==> src/rtl/parity_serial_tx_if.sv <==
// Parallel-word handshake and serial-line bundle for parity_serial_tx.
// The slave modport is the transmitter side; master is the local logic feeding it.
interface parity_serial_tx_if #(
   parameter int DATA_W = 8
) ();
   logic [DATA_W-1:0] tx_data;
   logic              tx_valid;
   logic              tx_ready;
   logic              tx_out;
   logic              busy;

   modport master (
      output tx_data, tx_valid,
      input  tx_ready, tx_out, busy
   );

   modport slave (
      input  tx_data, tx_valid,
      output tx_ready, tx_out, busy
   );
endinterface

==> src/rtl/parity_serial_tx.sv <==
// Serial frame transmitter: start(0), DATA_W data bits LSB first, parity, stop(1).
// Odd parity by default; define TX_PARITY_EVEN_EN for even parity.
module parity_serial_tx #(
   parameter int DATA_W       = 8,
   parameter int CLKS_PER_BIT = 4
) (
   input  logic               clk,
   input  logic               rst_n,
   parity_serial_tx_if.slave  s_if
);
   localparam int CNT_W = $clog2(CLKS_PER_BIT + 1);
   localparam int IDX_W = $clog2(DATA_W + 1);

   typedef enum logic [2:0] {
      S_IDLE,
      S_START,
      S_DATA,
      S_PARITY,
      S_STOP
   } state_t;

   state_t            r_state;
   logic [CNT_W-1:0]  r_cnt;
   logic [IDX_W-1:0]  r_idx;
   logic [DATA_W-1:0] r_shift;
   logic              r_parity;
   logic              r_tx_out;
   logic              r_ready;
   logic              r_busy;

   logic              w_accept;
   logic              w_parity;
   logic              w_bit_done;
   logic [DATA_W-1:0] w_shift_nxt;

   assign w_accept    = s_if.tx_valid && r_ready;
   assign w_bit_done  = (r_cnt == CNT_W'(CLKS_PER_BIT - 1));
   assign w_shift_nxt = r_shift >> 1;

`ifdef TX_PARITY_EVEN_EN
   assign w_parity = ^s_if.tx_data;
`else
   assign w_parity = ~^s_if.tx_data;
`endif

   // NOTE: state is updated only with non-blocking assignments so every branch
   // sees the pre-edge values of r_shift/r_cnt, regardless of statement order.
   always_ff @(posedge clk or negedge rst_n) begin
      if (!rst_n) begin
         r_state  <= S_IDLE;
         r_cnt    <= '0;
         r_idx    <= '0;
         // NOTE: the shift register is cleared too, so a frame abandoned by
         // reset leaves no stale data behind.
         r_shift  <= '0;
         r_parity <= 1'b0;
         r_tx_out <= 1'b1;
         r_ready  <= 1'b1;
         r_busy   <= 1'b0;
      end else begin
         case (r_state)
            S_IDLE: begin
               if (w_accept) begin
                  r_state  <= S_START;
                  r_shift  <= s_if.tx_data;
                  r_parity <= w_parity;
                  r_tx_out <= 1'b0;
                  r_ready  <= 1'b0;
                  r_busy   <= 1'b1;
                  r_cnt    <= '0;
                  r_idx    <= '0;
               end
            end
            S_START: begin
               if (w_bit_done) begin
                  r_state  <= S_DATA;
                  r_cnt    <= '0;
                  r_tx_out <= r_shift[0];
               end else begin
                  r_cnt <= r_cnt + CNT_W'(1);
               end
            end
            S_DATA: begin
               if (w_bit_done) begin
                  r_cnt <= '0;
                  if (r_idx == IDX_W'(DATA_W - 1)) begin
                     r_state  <= S_PARITY;
                     r_idx    <= '0;
                     r_tx_out <= r_parity;
                  end else begin
                     // Pre-load the next bit so tx_out changes exactly on the bit boundary.
                     r_shift  <= w_shift_nxt;
                     r_tx_out <= w_shift_nxt[0];
                     r_idx    <= r_idx + IDX_W'(1);
                  end
               end else begin
                  r_cnt <= r_cnt + CNT_W'(1);
               end
            end
            S_PARITY: begin
               if (w_bit_done) begin
                  r_state  <= S_STOP;
                  r_cnt    <= '0;
                  r_tx_out <= 1'b1;
               end else begin
                  r_cnt <= r_cnt + CNT_W'(1);
               end
            end
            S_STOP: begin
               if (w_bit_done) begin
                  r_state <= S_IDLE;
                  r_cnt   <= '0;
                  r_ready <= 1'b1;
                  r_busy  <= 1'b0;
               end else begin
                  r_cnt <= r_cnt + CNT_W'(1);
               end
            end
            default: begin
               r_state  <= S_IDLE;
               r_cnt    <= '0;
               r_idx    <= '0;
               r_tx_out <= 1'b1;
               r_ready  <= 1'b1;
               r_busy   <= 1'b0;
            end
         endcase
      end
   end

   assign s_if.tx_ready = r_ready;
   assign s_if.tx_out   = r_tx_out;
   assign s_if.busy     = r_busy;
endmodule

==> src/flat_wrapper.sv <==
// flat-port wrapper written by rule: the top's interface ports become plain ports
module parity_serial_tx_flat 
#(
   parameter int DATA_W       = 8,
   parameter int CLKS_PER_BIT = 4
)
  (clk, rst_n, s_if_tx_data, s_if_tx_valid, s_if_tx_ready, s_if_tx_out, s_if_busy);
  parity_serial_tx_if #(.DATA_W(DATA_W)) s_if_i ();
  input  logic clk;
  input  logic rst_n;
  input wire logic [$bits(s_if_i.tx_data)-1:0] s_if_tx_data;
  input wire logic [$bits(s_if_i.tx_valid)-1:0] s_if_tx_valid;
  output wire logic [$bits(s_if_i.tx_ready)-1:0] s_if_tx_ready;
  output wire logic [$bits(s_if_i.tx_out)-1:0] s_if_tx_out;
  output wire logic [$bits(s_if_i.busy)-1:0] s_if_busy;
  assign s_if_i.tx_data = s_if_tx_data;
  assign s_if_i.tx_valid = s_if_tx_valid;
  assign s_if_tx_ready = s_if_i.tx_ready;
  assign s_if_tx_out = s_if_i.tx_out;
  assign s_if_busy = s_if_i.busy;
  parity_serial_tx #(.DATA_W(DATA_W), .CLKS_PER_BIT(CLKS_PER_BIT)) u_core (.clk(clk), .rst_n(rst_n), .s_if(s_if_i));
endmodule
==> config.mk <==
export PLATFORM = sky130hd
export DESIGN_NAME = parity_serial_tx_flat
export DESIGN_NICKNAME = d
export VERILOG_FILES = /design/src/rtl/parity_serial_tx_if.sv /design/src/rtl/parity_serial_tx.sv /design/src/flat_wrapper.sv
export SDC_FILE = /design/constraint.sdc
export NUM_CORES = 1
export LEC_CHECK = 0
export CAP_MARGIN = 15
export CORE_AREA = 2 2 51 53
export CTS_BUF_LIST = sky130_fd_sc_hd__clkbuf_8
export DETAILED_ROUTE_END_ITERATION = 12
export DIE_AREA = 0 0 53 55
export GPL_ROUTABILITY_DRIVEN = 1
export GPL_TIMING_DRIVEN = 1
export PLACE_DENSITY_LB_ADDON = 0.2
export RECOVER_POWER = 50
export SYNTH_ARGS = -nofsm -noshare
export SYNTH_HDL_FRONTEND = slang
export SYNTH_SLANG_ARGS = --single-unit
==> constraint.sdc <==
create_clock -name clk -period 1.9 [get_ports clk]
set_input_delay 0.285 -clock clk [delete_from_list [all_inputs] [get_ports clk]]
set_output_delay 0.285 -clock clk [all_outputs]
set_load 0.01 [all_outputs]
==> results of run 1 <==
==> routing by layer <==
layer | share of wire [%] | GRT usage, % | wire [um] | vias up
li1 | - | - | - | 478
met1 | 50 | 28.6 | 1190 | 436
met2 | 45 | 29.6 | 1090 | 12
met3 | 2.4 | 4.03 | 58 | 7
met4 | 2.2 | 12.0 | 53 | 0
met5 | 0 | 0 | 0 | -
==> state kept, by name, summed over array words and instances (netlist names) <==
name and cells:
u_core.r_cnt 3, u_core.r_idx 4, u_core.r_parity 1, u_core.r_shift 8
u_core.r_state 3, u_core.s_if.busy 1, u_core.s_if.tx_out 1, u_core.s_if.tx_ready 1
==> layout make-up <==
type / count / share of cell area, %
Tap cell: 30 / 2.60
Multi-Input combinational cell: 90 / 43.3
Inverter: 2 / 0.519
Timing Repair Buffer: 19 / 11.6
Clock buffer: 4 / 3.81
Sequential cell: 22 / 38.2
==> power groups by stage <==
stage,clock [mW],combinational [mW],sequential [mW]
4_1_cts,0.350,0.0695,0.468
3_3_place_gp,0,0.0676,0.477
2_1_floorplan,0,0.0300,0.477
6_report,0.334,0.0666,0.468
3_5_place_dp,0,0.0693,0.477
5_1_grt,0.367,0.0743,0.468
==> cell usage in the layout, fill, tap and decap left out, types with 3 or more instances in the layout <==
master,instances
xnor2_1,7
o21ai_1,5
o21ai_0,4
nor2b_1,3
a21oi_1,6
clkbuf_8,4
o22ai_1,7
buf_4,4
nand2_1,7
clkdlybuf4s50_1,12
dfrtp_1,20
nand3_1,3
a2bb2oi_1,7
nor2_1,12
==> stage by stage <==
step | std cells | utilization, % | total power, mW | hold WS [ns] | worst slack [ns]
finish | 167 | 61.2 | 0.868 | 0.487 | 0.180
global route | 167 | 61.2 | 0.910 | 0.512 | 0.0121
CTS | 167 | 61.5 | 0.888 | 0.368 | 0.157
detailed placement | 163 | 59.2 | 0.546 | 0.478 | 0.0270
global placement | 163 | 59.2 | 0.545 | 0.480 | 0.0647
floorplan | 121 | - | 0.507 | -0.0106 | 0.404
==> worst max path at each step <==
stage,start,slack [ns],cells past startpoint,to
floorplan,u_core.r_cnt[0],0.40,5,u_core.r_cnt[0]
global placement,s_if_tx_valid,0.06,5,u_core.r_shift[2]
detailed placement,s_if_tx_valid,0.03,5,u_core.r_shift[5]
CTS,u_core.r_cnt[0],0.16,6,u_core.r_shift[2]
global route,u_core.r_idx[0],0.01,5,u_core.r_shift[4]
finish,u_core.r_cnt[0],0.18,6,u_core.r_shift[2]
==> cells by family (layout without fill, tap and decap cells) <==
| group | after synthesis | count (layout) | synth area share (%) |
|---|---|---|---|
| mux | 2 | 2 | 1.74 |
| flops | 22 | 22 | 45.2 |
| compound gates | 39 | 39 | 23.3 |
| xor+xnor | 8 | 8 | 5.73 |
| fa+ha+maj | 2 | 2 | 2.04 |
| buf+inv | 9 | 25 | 3.68 |
| simple gates | 39 | 39 | 18.3 |
==> out/qor.yml, run 1 <==
core_sq_um: 2360
finalClockSkew_ns: 0.00146
syn_area_sq_um: 1220
yosysTopAreaCell: "dfrtp_1"
ys_types: 42
crit_fanout: 9
power_frac_seq_pct: 53.9
cp.required_ns: 2.05
yosysMostFrequentCell: "dfrtp_1"
intPower_mw: 0.691
avgViaCountPerCell: 5.59
final_hold_viol_count: 0
h-tree-depth: 1
area_delta_synth_final_pct: 18.2
dpl.hpwl_mm: 1.75
cp_slowest_cell: "dfrtp_1"
regToRegEndpoint: "u_core.r_shift[2]"
detail-route-antenna-nets: 0
drtIter0Drc: 11
yosys-top-cells-count: "dfrtp_1 (20), nor2_1 (12)"
tns_ns: 0
netSwitchingPower_mw: 0.177
wl_mm: 2.39
worstHoldPathCells: 1
dr.pass1.iters: 3
nets: 151
die_h_um: 55
cts_buffers: 3
clk_pin_slew_ns: 0.08
switching_share_pct: 20.4
post_dp_cell_area_sq_um: 1400
cp_top_family: "simple AND/OR/NAND/NOR gates"
critPathLaunchType: "flop"
ys_ff_latch: 22
rows: 18
r2r_start: "u_core.r_cnt[0]"
drc_errors: 0
critical_path_class: "flop to flop"
die_area_sq_um: 2920
num_antenna_cells: 0
grt_max_degree: 23
synth_area_leaders: "dfrtp_1 (41%), a2bb2oi_1 (5.0%), xnor2_1 (5.0%), dfstp_2 (4.3%), nor2_1 (3.7%)"
ctsResizeCount: 0
synth_edf_count: 0
grt_overflow: 0
fillers: 219
dieWidth_um: 53
routedWlPerCell_um: 14.3
period_share_pct: 90.5
synth_ff_type: "dfrtp_1"
multi_input_area_sq_um: 626
postCtsHoldBufs: 0
synthCells: 121
yosys_warnings: 0
path_cells: "ha_1 -> nor2b_1 -> buf_4 -> nand3_1 -> o22ai_1 -> a2bb2oi_1"
slew_headroom_pct: 23.1
regArea_sq_um: 553
synthArstFlopShare_pct: 100
grt_usage_pct: 20.5
syn_avg_cell_area_sq_um: 10.1
grt_pass1_wl_mm: 4.22
slowest_delay_ns: 0.40
gp_congestion: 0.757
slew_violations: 0
ir_worst_vdd_mv: 0.475
combinationalPowerShare_pct: 7.7
cts_tree: "yes"
cts_max_path_buffers: 2
drv_cap: 0
portBuffers: 13
crit_arrival_ns: 1.87
final_area_sq_um: 1450
cts.sinks: 22
via_count: 933
worst_skew_pair.late_latency_ns: 0.26
min_period_ns: 1.72
endpoint_kind: "flop"
finalSetupViolations: 0
p_per_area_nw_per_um2: 600
whs_endpoint: "u_core.r_idx[3]"
worst-r2r-cell-count: 6
ys_seq_area_share_pct: 45.2
antenna_found_initial: 0
rsz0062_at_grt: "no"
grt_pass1_vias: 889
cts_setup_buffers: 0
p_clk_share_pct: 38.4
p_leak_nw: 0.608
outcome: "completed"
cts_root_buffer: "clkbuf_8"
critPathBufInv: 1
ioPinCount: 14
max_freq_ghz: 0.581
timing.reg2reg.setup_slack_ns: 0.18
worst_pin_slew_ns: 1.15
syn_nets: 134
drive_gt1_share_pct: 12.4
hold_class: "flop to flop"
min-delay-start: "u_core.r_idx[3]"
synth_top_area_share_pct: 40.9
initial_core_util_pct: 51.7
Note: power is estimated with default switching activity, not from simulation.
==> run 2: changes to the inputs <==
HOLD_SLACK_MARGIN = 0.12   (was unset)
==> results of run 2 <==
Same layout as run 1: the final DEF is identical, and so are final timing and power.
